### config.mk
export PLATFORM = sky130hd
export DESIGN_NAME = uart_rx_16x
export DESIGN_NICKNAME = d
export VERILOG_FILES = /design/src/rtl/uart_rx_16x.sv
export SDC_FILE = /design/constraint.sdc
export NUM_CORES = 1
export LEC_CHECK = 0
export ABC_AREA = 1
export BUFFER_PORTS_ARGS = -buffer_cell sky130_fd_sc_hd__buf_2
export CAP_MARGIN = 20
export CORE_ASPECT_RATIO = 0.8
export CORE_UTILIZATION = 60
export DETAILED_ROUTE_END_ITERATION = 8
export GPL_ROUTABILITY_DRIVEN = 0
export PLACE_DENSITY_LB_ADDON = 0.25
export SLEW_MARGIN = 20
export SYNTH_ARGS = -nofsm -noshare
export SYNTH_HDL_FRONTEND = slang
export SYNTH_SLANG_ARGS = --single-unit
export TNS_END_PERCENT = 20
### constraint.sdc
create_clock -name clock50M -period 2.1 [get_ports clock50M]
set_input_delay 0.42 -clock clock50M [delete_from_list [all_inputs] [get_ports clock50M]]
set_output_delay 0.42 -clock clock50M [all_outputs]
set_load 0.02 [all_outputs]
### src/rtl/uart_rx_16x.sv
// UART receiver driven by a 16x oversampling tick: start, DATA_BITS data bits (LSB first), stop bit.
// Define UART_RX_PARITY_EN to add an even parity bit between data and stop, plus a parity_error flag.
module uart_rx_16x #(
    parameter int DATA_BITS       = 8,
    parameter int SAMPLES_PER_BIT = 16
) (
    input  logic                 clock50M,
    input  logic                 reset,
    input  logic                 tick,
    input  logic                 rx,
    input  logic                 rd_en,
    output logic [DATA_BITS-1:0] data_out,
    output logic                 data_ready,
    output logic                 framing_error,
    output logic                 overrun_error,
`ifdef UART_RX_PARITY_EN
    output logic                 parity_error,
`endif
    output logic                 busy
);

    localparam int CW = $clog2(SAMPLES_PER_BIT);
    localparam int BW = $clog2(DATA_BITS + 1);
    localparam logic [CW-1:0] HALF_CNT = CW'(SAMPLES_PER_BIT / 2 - 1);
    localparam logic [CW-1:0] FULL_CNT = CW'(SAMPLES_PER_BIT - 1);
    localparam logic [BW-1:0] LAST_BIT = BW'(DATA_BITS - 1);

    typedef enum logic [2:0] {
        IDLE,
        START,
        DATA,
        PARITY,
        STOP
    } state_t;

    state_t               state;
    logic [CW-1:0]        cnt;
    logic [BW-1:0]        bit_idx;
    logic [DATA_BITS-1:0] shift_reg;
    logic                 rx_meta;
    logic                 rx_s;
`ifdef UART_RX_PARITY_EN
    logic                 par_acc;
`endif

    always_ff @(posedge clock50M or posedge reset) begin
        if (reset) begin
            rx_meta <= 1'b1;
            rx_s    <= 1'b1;
        end else begin
            rx_meta <= rx;
            rx_s    <= rx_meta;
        end
    end

    // Flag clears from rd_en come first so that a set later in the same cycle wins.
    always_ff @(posedge clock50M or posedge reset) begin
        if (reset) begin
            state         <= IDLE;
            cnt           <= '0;
            bit_idx       <= '0;
            shift_reg     <= '0;
            data_out      <= '0;
            data_ready    <= 1'b0;
            framing_error <= 1'b0;
            overrun_error <= 1'b0;
            busy          <= 1'b0;
`ifdef UART_RX_PARITY_EN
            parity_error  <= 1'b0;
            par_acc       <= 1'b0;
`endif
        end else begin
            if (rd_en) begin
                data_ready    <= 1'b0;
                framing_error <= 1'b0;
                overrun_error <= 1'b0;
`ifdef UART_RX_PARITY_EN
                parity_error  <= 1'b0;
`endif
            end
            if (tick) begin
                case (state)
                    IDLE: begin
                        if (!rx_s) begin
                            state <= START;
                            cnt   <= '0;
                            busy  <= 1'b1;
                        end
                    end
                    START: begin
                        if (cnt == HALF_CNT) begin
                            cnt <= '0;
                            if (!rx_s) begin
                                state   <= DATA;
                                bit_idx <= '0;
`ifdef UART_RX_PARITY_EN
                                par_acc <= 1'b0;
`endif
                            end else begin
                                state <= IDLE;
                                busy  <= 1'b0;
                            end
                        end else begin
                            cnt <= cnt + 1'b1;
                        end
                    end
                    DATA: begin
                        if (cnt == FULL_CNT) begin
                            cnt       <= '0;
                            shift_reg <= {rx_s, shift_reg[DATA_BITS-1:1]};
                            bit_idx   <= bit_idx + 1'b1;
`ifdef UART_RX_PARITY_EN
                            par_acc   <= par_acc ^ rx_s;
                            if (bit_idx == LAST_BIT) state <= PARITY;
`else
                            if (bit_idx == LAST_BIT) state <= STOP;
`endif
                        end else begin
                            cnt <= cnt + 1'b1;
                        end
                    end
`ifdef UART_RX_PARITY_EN
                    PARITY: begin
                        if (cnt == FULL_CNT) begin
                            cnt   <= '0;
                            state <= STOP;
                            if (par_acc ^ rx_s) parity_error <= 1'b1;
                        end else begin
                            cnt <= cnt + 1'b1;
                        end
                    end
`endif
                    // Returning at mid stop bit leaves half a bit to catch the next start edge.
                    STOP: begin
                        if (cnt == FULL_CNT) begin
                            cnt   <= '0;
                            state <= IDLE;
                            busy  <= 1'b0;
                            if (!rx_s) begin
                                framing_error <= 1'b1;
                            end else if (data_ready && !rd_en) begin
                                overrun_error <= 1'b1;
                            end else begin
                                data_out   <= shift_reg;
                                data_ready <= 1'b1;
                            end
                        end else begin
                            cnt <= cnt + 1'b1;
                        end
                    end
                    default: begin
                        state <= IDLE;
                        cnt   <= '0;
                        busy  <= 1'b0;
                    end
                endcase
            end
        end
    end

endmodule

# Yosys cells after proc, flatten, opt, wreduce, memory -nomap -nowiden
# Index checks and enable logic that the tools add are counted.
# totals
ff_bits	33
latchBits	0
ram_bits	0
romBits	0
inputBits	5
output_inout_bits	12
wordCells	75
n_memories	0
# op_classes
n_addsub	2
n_mul	0
div	0
magnitude_cmp	0
eq_ne	13
n_shift	0
mux	36
n_bitwise	2
n_reduce_logical	11
# op_table
operator	n
$mux W1	21
$mux W4	5
$mux W3	5
$ne A2 B2 Y1 const B	7
$pmux W3 S4	1
$pmux W4 S3	1
$reduce_and A6 Y1	2
$reduce_and A5 Y1	2
$add A4 B1 Y4 const B	2
$eq A4 B3 Y1 const B	2
$pmux W4 S2	1
$eq A4 B4 Y1 const B	1
$pmux W1 S4	1
$eq A3 B1 Y1 const B	1
$eq A3 B2 Y1 const B	1
$eq A3 B3 Y1 const B	1
$logic_not A3 Y1	1
$reduce_and A3 Y1	1
$mux W2	1
$not A1 Y1	2
$reduce_and A2 Y1	1
$reduce_bool A2 Y1	1
$reduce_or A2 Y1	1
$logic_and A1 B1 Y1	1
$logic_not A1 Y1	1

# Longest topological paths before layout
# Gate-level depths: netlist of the first run.
# depth
ltp_word	7
mapped_depth	9
mapped_depth_nobuf	9

# Worst setup path before layout of the first run
# Ideal clock, no wire load.
# synth_path
path_type	register -> register
start	register cnt[0]
end	register data_out[2]
setup_time_ps	118
arrival_ps	1224
setup_slack_ps	758
stages_incl_launch_ff	8
n_path_buf	1
cell_sequence	dfrtp_1 ha_1 nand3_2 nor2_2 nand4_4 buf_6 nand2_1 o21ai_2
# synth_via
elab_chain_cells	2
# synth_lines
element	line	text
start: declaration	37	logic [CW-1:0] cnt;
start signal: assignment	104	cnt <= cnt + 1'b1;
start signal: assignment	119	cnt <= cnt + 1'b1;
start signal: assignment	148	cnt <= cnt + 1'b1;
$eq A4 B4 Y1	135	if (cnt == FULL_CNT) begin
$reduce_and A5 Y1 (no line)	n/a	
end signal: assignment	144	data_out <= shift_reg;
end: declaration	12	output logic [DATA_BITS-1:0] data_out,
# No other way between the ends.
# A chain may end at the register's enable or synchronous reset.

# Final worst setup path of the first run
# layout_path
start	register cnt[0]
end	register bit_idx[3]
# layout_via
elab_chain_cells	3
# layout_lines
element	line	text
$eq A4 B4 Y1 / $eq A4 B3 Y1 (equally long branches)	108, 91	
$ne A2 B2 Y1 (no line)	n/a	
$reduce_and A5 Y1 (no line) (*)	n/a	
end signal: assignment	111	bit_idx <= bit_idx + 1'b1;
end: declaration	38	logic [BW-1:0] bit_idx;
# Mark *: on every way between the ends. The rest lies on a longest branch, timed or not.

==> results of run 1 <==
routing by layer:
layer,up-vias,routed length (um),global-route usage [%]
li1,649,-,-
met1,542,1453,35.06
met2,37,1247,34.81
met3,2,181,8.556
met4,0,10,7.364
met5,-,0,0
worst max path at each step:
stage / from / to / slack [ns] / cells past startpoint
after floorplan: cnt[0]$_DFFE_PP0P_ / data_out[2]$_DFFE_PP0P_ / 0.76 / 7
after global placement: cnt[0]$_DFFE_PP0P_ / data_out[7]$_DFFE_PP0P_ / 0.66 / 6
after detailed placement: cnt[0]$_DFFE_PP0P_ / data_out[4]$_DFFE_PP0P_ / 0.58 / 6
after CTS: cnt[0]$_DFFE_PP0P_ / shift_reg[6]$_DFFE_PP0P_ / 0.57 / 6
after global routing: cnt[0]$_DFFE_PP0P_ / data_out[0]$_DFFE_PP0P_ / 0.41 / 6
final: cnt[0]$_DFFE_PP0P_ / bit_idx[3]$_DFFE_PP0P_ / 0.57 / 8
final cells by class:
type / count / area [um2]
clock inverters: 1 / 5.005
flip-flops and latches: 33 / 828.3
multi-input cells: 130 / 674.4
clock buffers: 7 / 65.06
repair buffers: 17 / 87.58
inverters: 25 / 93.84
fillers: 201 / 703.2
well taps: 36 / 45.04
cell usage in the layout (no fill, tap or decap), drive strengths merged:
cell type   n
nand4       7
inv        25
dfrtp      31
clkinv      1
nand3      16
ha          2
clkbuf      7
o21ai      21
dfstp       2
nor2       26
buf        17
xor2        1
nand2      55
nor3        1
xnor2       1
power by group:
part	leakage, nW	internal (mW)	switching [mW]
registers	0.448	0.699	0.0690
logic	0.435	0.126	0.281
clock network	0.0413	0.194	0.211
total	0.925	1.02	0.561
through the flow:
step / std cells / setup WS (ns) / hold WS (ns) / area [um2]
6_report: 249 / 0.5722 / 0.1414 / 1799
4_1_cts: 249 / 0.5664 / 0.1596 / 1799
3_3_place_gp: 241 / 0.6634 / 0.3463 / 1729
3_5_place_dp: 241 / 0.5807 / 0.3499 / 1729
5_1_grt: 249 / 0.4080 / 0.1460 / 1799
2_1_floorplan: 190 / 0.7581 / 0.3452 / 1619
worst max-delay path, cell delays in order, from the launching register on:
cell	delay, ns
dfrtp_1	0.40
ha_1	0.22
nand2_1	0.11
nor2_1	0.15
nor2_1	0.07
nor2_2	0.14
nand3_1	0.16
nand2_1	0.11
nand2_1	0.05
cells by family after synthesis:
family	after synthesis	synth area share (%)
simple gates	105	29.06
flops	33	51.16
buf+inv	27	7.187
compound gates	21	9.969
xor+xnor	2	1.082
fa+ha+maj	2	1.545
==> impl_metrics.csv, run 1 <==
group,metric,value,unit
logic_synthesis,netlist_area,0.001619,mm2
sta,slew_headroom,73.77,%
die,num_io_pins,17,
logic_synthesis,synth_edf_count,0,
die,num_rows,16,
logic_synthesis,async_reset_ff_share,100.0,%
logic_synthesis,syn_inst,190,
clocking,clock_path_buffers,2,
clocking,clock_latency,0.34,ns
clocking,numCtsBuffers,5,
routing,drt_iter0_markers,82,
logic_synthesis,syn_avg_cell_area,8.521,um2
logic_synthesis,yosysWarnings,0,
routing,wl,2.893,mm
sta,fin_skew,0.01144,ns
logic_synthesis,synth.distinct_cells,20,
min_path,hold_path_class,"in2async",
setup_path,arrival,1.76,ns
clocking,post_cts_buffers,0,
routing,routedWlPerCell,11.62,um
die,initial_core_util,64.70,%
logic_synthesis,yosys_register_bits,33,
logic_synthesis,synthFlopType,"dfrtp_1",
grt,grt-ovfl-total,0,
sta,finalCritPeriodShare,72.75,%
setup_path,cp.required,2.33,ns
sta,worst_pin_slew,0.3935,ns
logic_synthesis,synth_largest_area_cell,"dfrtp_1",
layout,drive_gt1_share,24.41,%
grt,grt_pass1_vias,1197,
layout,syn_to_final_growth,11.13,%
layout,fin_nets,219,
clocking,ctsHoldBuffers,0,
setup_path,worstPathMaxFanout,4,
logic_synthesis,synth_top_cell_area_share,47.91,%
die,die_h,48.46,um
clocking,htreeDepth,2,
sta,drv_slew,0,
die,die_x,60.08,um
sta,hold_viol,0,
clocking,clkSinkCount,33,
logic_synthesis,synth.most_common_cell,"nand2_1",
grt,grt_pass1_wl,5.264,mm
logic_synthesis,synth_area_leaders,"dfrtp_1, nand2_1, o21ai_2",
clocking,clk_pin_slew,0.10,ns
sta,setup_violations,0,
clocking,cts-root-buf,"clkbuf_4",
die,die_area,0.002911,mm2
power,leakagePower,0.9247,nW
layout,final_core_util,71.90,%
routing,drtPass1Iterations,4,
sta,finalSetupTns,0,ns
setup_path,worstReg2RegEnd,"bit_idx[3]$_DFFE_PP0P_",
power,peakVddDrop,0.5939,mV
routing,drc,0,
setup_path,timing.rr.start,"cnt[0]$_DFFE_PP0P_",
grt,antenna_found_initial,0,
sta,rsz0062_at_grt,"false",
power,power-per-cell-area,877.4,mW/mm2
run,max-cap-violations,0,
setup_path,critPathCaptureType,"flop",
placed_design,portBuffers,16,
routing,drtAntennaViolNets,0,
sta,fmax,654.6,MHz
clocking,cts_resized,0,
routing,vias,1230,
logic_synthesis,synthTopCellsByCount,"nand2_1, dfrtp_1, inv_1",
layout,n_antenna_cell,0,
placed_design,dp_hpwl,2.153,mm
grt,grt_max_degree,34,
setup_path,r2r_slack,0.57,ns
clocking,cts_tree,"built",
logic_synthesis,ys_seq_area_share,51.16,%
power,finalPower,1.579,mW
grt,grtUsageTotal,24.44,%
setup_path,path_class,"reg2reg",
setup_path,r2r_cells,8,
setup_path,start_kind,"flop",
die,core_area,0.002502,mm2
sta,period_needed,1.528,ns
routing,routed_via_density,4.940,
outcome,status,"completed",
logic_synthesis,synth_nets,197,
Note: power is estimated with default switching activity, not from simulation.
==> run 2: changes to the inputs <==
- ABC_AREA: 1 -> 0
- CORE_UTILIZATION: 60 -> 57
- clock period: 2.1 -> 1.6 ns (I/O delays scaled with it)
==> run 2 against run 1 <==
The run now ends with negative setup slack left. Design area is 9.5% higher. Non-clock buffer count rose by 20. Sequential power increased by 21%. Worst hold slack worse by 0.092 ns. Combinational power down 16%. Synthesized cell count shrank 30%. Core utilization rose by 5.0 points. Sequential share of layout area shrank 4.0 points. First-iteration DRC count shrank 55%. Power increased by 22%. Largest cell class unchanged. Highest routed layer unchanged.
==> impl_metrics.csv, run 2 <==
group,metric,value,unit
sta,worst_pin_slew,0.4036,ns
setup_path,critPathCaptureType,"flop",
grt,grtUsageTotal,26.75,%
setup_path,crit_family,"simple AND/OR/NAND/NOR gates",
clocking,numCtsBuffers,5,
setup_path,max_stage_delay,0.41,ns
layout,final_core_util,76.86,%
grt,grt_max_degree,34,
die,num_io_pins,17,
layout,layout_commonest_cell,"dfrtp_1",
layout,drive_gt1_share,43.60,%
routing,drtPass1Iterations,4,
logic_synthesis,synthTopCellsByCount,"dfrtp_1, nand2_1, o21ai_0",
sta,setup_violations,9,
layout,multiInputGateArea,743.2,um2
setup_path,start_kind,"flop",
clocking,clock_latency,0.34,ns
layout,syn_to_final_growth,22.59,%
logic_synthesis,syn_inst,133,
power,leakagePower,0.9867,nW
clocking,cts_tree,"built",
setup_path,path_class,"reg2reg",
logic_synthesis,syn_avg_cell_area,12.08,um2
power,power-per-cell-area,980.5,mW/mm2
routing,vias,1169,
logic_synthesis,async_reset_ff_share,100.0,%
layout,fillers,181,
logic_synthesis,synthFlopType,"dfrtp_1",
logic_synthesis,netlist_area,0.001607,mm2
sta,finalCritPeriodShare,102.5,%
setup_path,cp.required,1.82,ns
layout,final_cell_mix,"dfrtp_1, buf_4, buf_2",
sta,postLayoutSetupSlackWorst,-0.03924,ns
outcome,violations,"negative setup slack",
logic_synthesis,yosys_register_bits,33,
grt,grt_pass1_vias,1170,
logic_synthesis,synth_top_cell_area_share,48.29,%
clocking,cts-root-buf,"clkbuf_4",
routing,routed_via_density,5.620,
die,core_area,0.002562,mm2
placed_design,place_area,0.001810,mm2
power,finalPower,1.931,mW
setup_path,worstPathMaxFanout,8,
sta,drv_slew,0,
min_path,hold_path_class,"in2async",
sta,slew_headroom,73.09,%
grt,antenna_found_initial,0,
setup_path,path_cells,"ha_2, nand4_1, nor3_4, nand2_4, mux2_4",
logic_synthesis,synth.distinct_cells,46,
sta,fin_skew,0.01237,ns
routing,drt_iter0_markers,37,
setup_path,r2r_cells,5,
layout,regArea,828.3,um2
placed_design,dp_hpwl,2.373,mm
logic_synthesis,synth.most_common_cell,"dfrtp_1",
setup_path,critical_path_buf_inv_count,0,
die,die_x,61.36,um
clocking,clock_path_buffers,2,
placed_design,portBuffers,16,
layout,fin_nets,178,
placed_design,place_inst,196,
logic_synthesis,synth_edf_count,0,
grt,grt-ovfl-total,0,
run,max-cap-violations,0,
layout,stdcell_area,0.001969,mm2
clocking,clk_pin_slew,0.11,ns
logic_synthesis,synth_area_leaders,"dfrtp_1, mux2_4, mux2_2",
routing,wl,3.427,mm
setup_path,r2r_slack,-0.04,ns
layout,fin_cells,208,
clocking,htreeDepth,2,
logic_synthesis,ys_seq_area_share,51.56,%
routing,drtAntennaViolNets,0,
setup_path,worstReg2RegEnd,"data_out[2]$_DFFE_PP0P_",
setup_path,timing.rr.start,"cnt[0]$_DFFE_PP0P_",
die,die_area,0.003036,mm2
outcome,status,"finished with violations",
routing,routedWlPerCell,16.48,um
sta,rsz0062_at_grt,"true",
logic_synthesis,yosysWarnings,0,
clocking,clkSinkCount,33,
die,num_rows,16,
setup_path,crit_path_top_delay_cell,"dfrtp_1",
logic_synthesis,synth_largest_area_cell,"dfrtp_1",
grt,grt_pass1_wl,5.692,mm
die,die_h,49.49,um
die,initial_core_util,62.70,%
setup_path,arrival,1.86,ns
sta,hold_viol,0,
routing,drc,0,
logic_synthesis,synth_nets,140,
sta,period_needed,1.639,ns
power,peakVddDrop,0.6167,mV
sta,fmax,610.0,MHz
layout,n_antenna_cell,0,
## run 2: cell count changes in the layout (fill, tap and decap cells not counted), sizes merged, moves of 6 or more
cell / before / now
mux2: 0 / 16
nor2: 26 / 5
buf: 17 / 37
o21ai: 21 / 11
nand4: 7 / 1
inv: 25 / 6
nand3: 16 / 3
nand2: 55 / 12
## run 2: how the worst max path moves through the flow
stage	start	to	slack (ns)	cells after the start
final	cnt[0]$_DFFE_PP0P_	data_out[2]$_DFFE_PP0P_	-0.04	5
after floorplan	cnt[0]$_DFFE_PP0P_	shift_reg[0]$_DFFE_PP0P_	-0.009	4
after global placement	state[1]$_DFFE_PP0P_	data_out[4]$_DFFE_PP0P_	0.02	4
after detailed placement	cnt[0]$_DFFE_PP0P_	data_out[4]$_DFFE_PP0P_	-0.03	5
after CTS	state[1]$_DFFE_PP0P_	data_out[2]$_DFFE_PP0P_	-0.06	4
after global routing	cnt[0]$_DFFE_PP0P_	data_out[0]$_DFFE_PP0P_	-0.14	5
## run 2: layout make-up
cell class              count  area share (%)
well taps                  36           2.287
clock inverters             2           1.906
multi-input cells          88           37.74
inverters                   6           1.144
flip-flops and latches     33           42.06
clock buffers               6           2.605
repair buffers             37           12.26
## run 2: per-layer routing
metal | up-vias | global-route usage, % | wire length [um]
met5 | - | 0 | 0
met4 | 0 | 10.00 | 43
met3 | 7 | 5.512 | 156
met2 | 35 | 39.31 | 1641
met1 | 564 | 39.12 | 1586
li1 | 563 | - | -
## run 2: cells by family after synthesis
group                    Yosys count  synth area share, %
AND/OR/NAND/NOR                   39                15.27
buffers and inverters             12                4.439
multiplexers                      16                13.08
adder cells (fa/ha/maj)            2                1.557
XOR/XNOR                           3                1.636
AO/OA/AOI/OAI                     28                12.46
flip-flops                        33                51.56
## run 2: what timing repair did
| item | CTS | global route |
|---|---|---|
| hold endpoints to repair | 0 | 0 |
| hold buffers | 0 | 0 |
| setup endpoints to repair | 9 | 25 |
| gates resized for setup | 0 | 9 |
| setup buffers | 2 | 2 |
| pin swaps | 2 | 3 |
## run 2: worst reg2reg max path: stages (launching register included)
cell	delay, ns
dfrtp_1	0.41
ha_2	0.20
nand4_1	0.17
nor3_4	0.28
nand2_4	0.15
mux2_4	0.32
## run 2: power by group
| group | internal (mW) | switching [mW] | total, mW |
|---|---|---|---|
| Clock | 0.371 | 0.290 | 0.661 |
| Combinational | 0.163 | 0.180 | 0.343 |
| Sequential | 0.883 | 0.0440 | 0.927 |
| Total | 1.42 | 0.514 | 1.93 |
## run 2: stage by stage
stage | hold slack, ns | TNS, ns | setup WS, ns
after global placement | 0.3506 | 0 | 0.02362
after detailed placement | 0.3551 | -0.1511 | -0.03191
after floorplan | 0.3245 | -0.05407 | -0.009011
after global routing | 0.04094 | -1.775 | -0.1393
after CTS | 0.05358 | -0.4901 | -0.06200
final | 0.04906 | -0.2893 | -0.03924
==> run 3: changes to the inputs <==
- SETUP_SLACK_MARGIN: default -> 0.4
==> run 3 against run 2 <==
Critical path depth unchanged. Wire length increased by 46%. Combinational power increased by 42%. Fmax shrank 5.2%. The run still ends with negative setup slack left. Clock skew is 0.0035 ns higher. Design area rose by 11%. First-iteration DRC count is 140% higher.
==> impl_metrics.csv, run 3 (synthesized netlist as in run 2, its figures left out) <==
group,metric,value,unit
die,num_io_pins,17,
sta,hold_viol,0,
power,power-per-cell-area,969.9,mW/mm2
sta,setup_violations,18,
routing,drtAntennaViolNets,0,
min_path,hold_path_class,"in2async",
grt,grt_max_degree,34,
layout,multiInputGateArea,850.8,um2
setup_path,arrival,1.97,ns
clocking,clkSinkCount,33,
sta,fmax,578.5,MHz
layout,drive_gt1_share,52.00,%
clocking,clock_latency,0.36,ns
placed_design,place_inst,196,
grt,antenna_found_initial,0,
sta,worst_pin_slew,0.4149,ns
sta,slew_headroom,72.34,%
power,finalPower,2.125,mW
sta,finalCritPeriodShare,108.0,%
sta,whs,0.01984,ns
sta,drv_slew,0,
die,num_rows,16,
layout,final_cell_mix,"dfrtp_1, buf_6, buf_4",
setup_path,start_kind,"flop",
setup_path,cp.required,1.84,ns
layout,layout_commonest_cell,"dfrtp_1",
layout,regArea,829.5,um2
placed_design,dp_hpwl,2.405,mm
sta,fin_skew,0.01589,ns
routing,drc,0,
clocking,numCtsBuffers,5,
placed_design,portBuffers,16,
grt,grt_pass1_vias,1338,
layout,fillers,120,
routing,routedWlPerCell,23.75,um
sta,rsz0062_at_grt,"true",
power,peakVddDrop,0.7158,mV
die,die_x,61.36,um
routing,drtPass1Iterations,4,
outcome,violations,"negative setup slack",
clocking,htreeDepth,2,
sta,period_needed,1.729,ns
clocking,cts-root-buf,"clkbuf_4",
outcome,status,"finished with violations",
die,core_area,0.002562,mm2
routing,drt_iter0_markers,87,
die,die_area,0.003036,mm2
clocking,clk_pin_slew,0.12,ns
die,die_h,49.49,um
layout,n_antenna_cell,0,
setup_path,critPathCaptureType,"flop",
layout,fin_nets,181,
clocking,cts_tree,"built",
power,leakagePower,1.044,nW
routing,routed_via_density,6.545,
setup_path,path_class,"reg2reg",
clocking,clock_path_buffers,2,
grt,grt-ovfl-total,0,
setup_path,worstPathMaxFanout,8,
placed_design,post-place-ws,-0.01809,ns
layout,fin_cells,211,
layout,stdcell_area,0.002191,mm2
grt,grt_pass1_wl,6.989,mm
grt,grtUsageTotal,33.76,%
sta,postLayoutSetupSlackWorst,-0.1287,ns
routing,wl,5.012,mm
placed_design,place_area,0.001826,mm2
layout,syn_to_final_growth,36.37,%
routing,vias,1381,
run,max-cap-violations,0,
die,initial_core_util,62.70,%
-- run 3: power breakdown --
group | total, mW | internal, mW | switching (mW) | leakage (nW)
Clock | 0.695 | 0.373 | 0.322 | 0.0455
Sequential | 0.943 | 0.884 | 0.0591 | 0.442
Combinational | 0.487 | 0.220 | 0.267 | 0.557
-- run 3: metal layers --
layer	up-vias	global-route usage (%)	wire [um]
met5	-	0	0
met4	0	11.48	236
met3	25	12.34	515
met2	92	51.27	2392
met1	693	44.68	1867
li1	571	-	-
-- run 3: path summary, 6_finish.rpt --
path / startpoint / to / slack, ns / cells after the start
setup / recovery: cnt[1]$_DFFE_PP0P_ / data_out[6]$_DFFE_PP0P_ / -0.13 / 5
hold / removal: reset / shift_reg[1]$_DFFE_PP0P_ / 0.02 / 3
setup reg to reg: cnt[1]$_DFFE_PP0P_ / data_out[6]$_DFFE_PP0P_ / -0.13 / 5
hold reg to reg: rx_meta$_DFF_PP1_ / rx_s$_DFF_PP1_ / 0.36 / 0
max in group asynchronous: reset / rx_meta$_DFF_PP1_ / 1.23 / 3
min in group clock50M: rx / rx_meta$_DFF_PP1_ / 0.06 / 1
-- run 3: final cells by class --
| cell class | instances | area share (%) |
|---|---|---|
| multi-input cells | 88 | 38.83 |
| flip-flops and latches | 33 | 37.86 |
| repair buffers | 40 | 16.33 |
| clock buffers | 7 | 2.513 |
| well taps | 36 | 2.056 |
| clock inverters | 1 | 1.371 |
| inverters | 6 | 1.028 |
-- run 3: repair_timing --
action / in CTS / in global routing
pin swaps: 11 / 8
hold buffers: 0 / 0
setup buffers: 3 / 4
gates resized for setup: 53 / 12
setup endpoints to repair: 42 / 43
-- run 3: per-stage QoR --
| stage | setup TNS, ns | utilization (%) |
|---|---|---|
| after CTS | -0.0005287 | 82.52 |
| after floorplan | 0 | - |
| after detailed placement | -0.03379 | 71.24 |
| after global routing | -2.163 | 85.50 |
| final | -0.9184 | 85.50 |
| after global placement | 0 | 71.24 |
-- run 3: worst max-delay path, stage by stage, from the launching register on --
cell and delay (ns):
dfrtp_1 0.43, ha_4 0.17, nand4_1 0.18, nor3_4 0.30
nand2_4 0.18, mux2_4 0.36
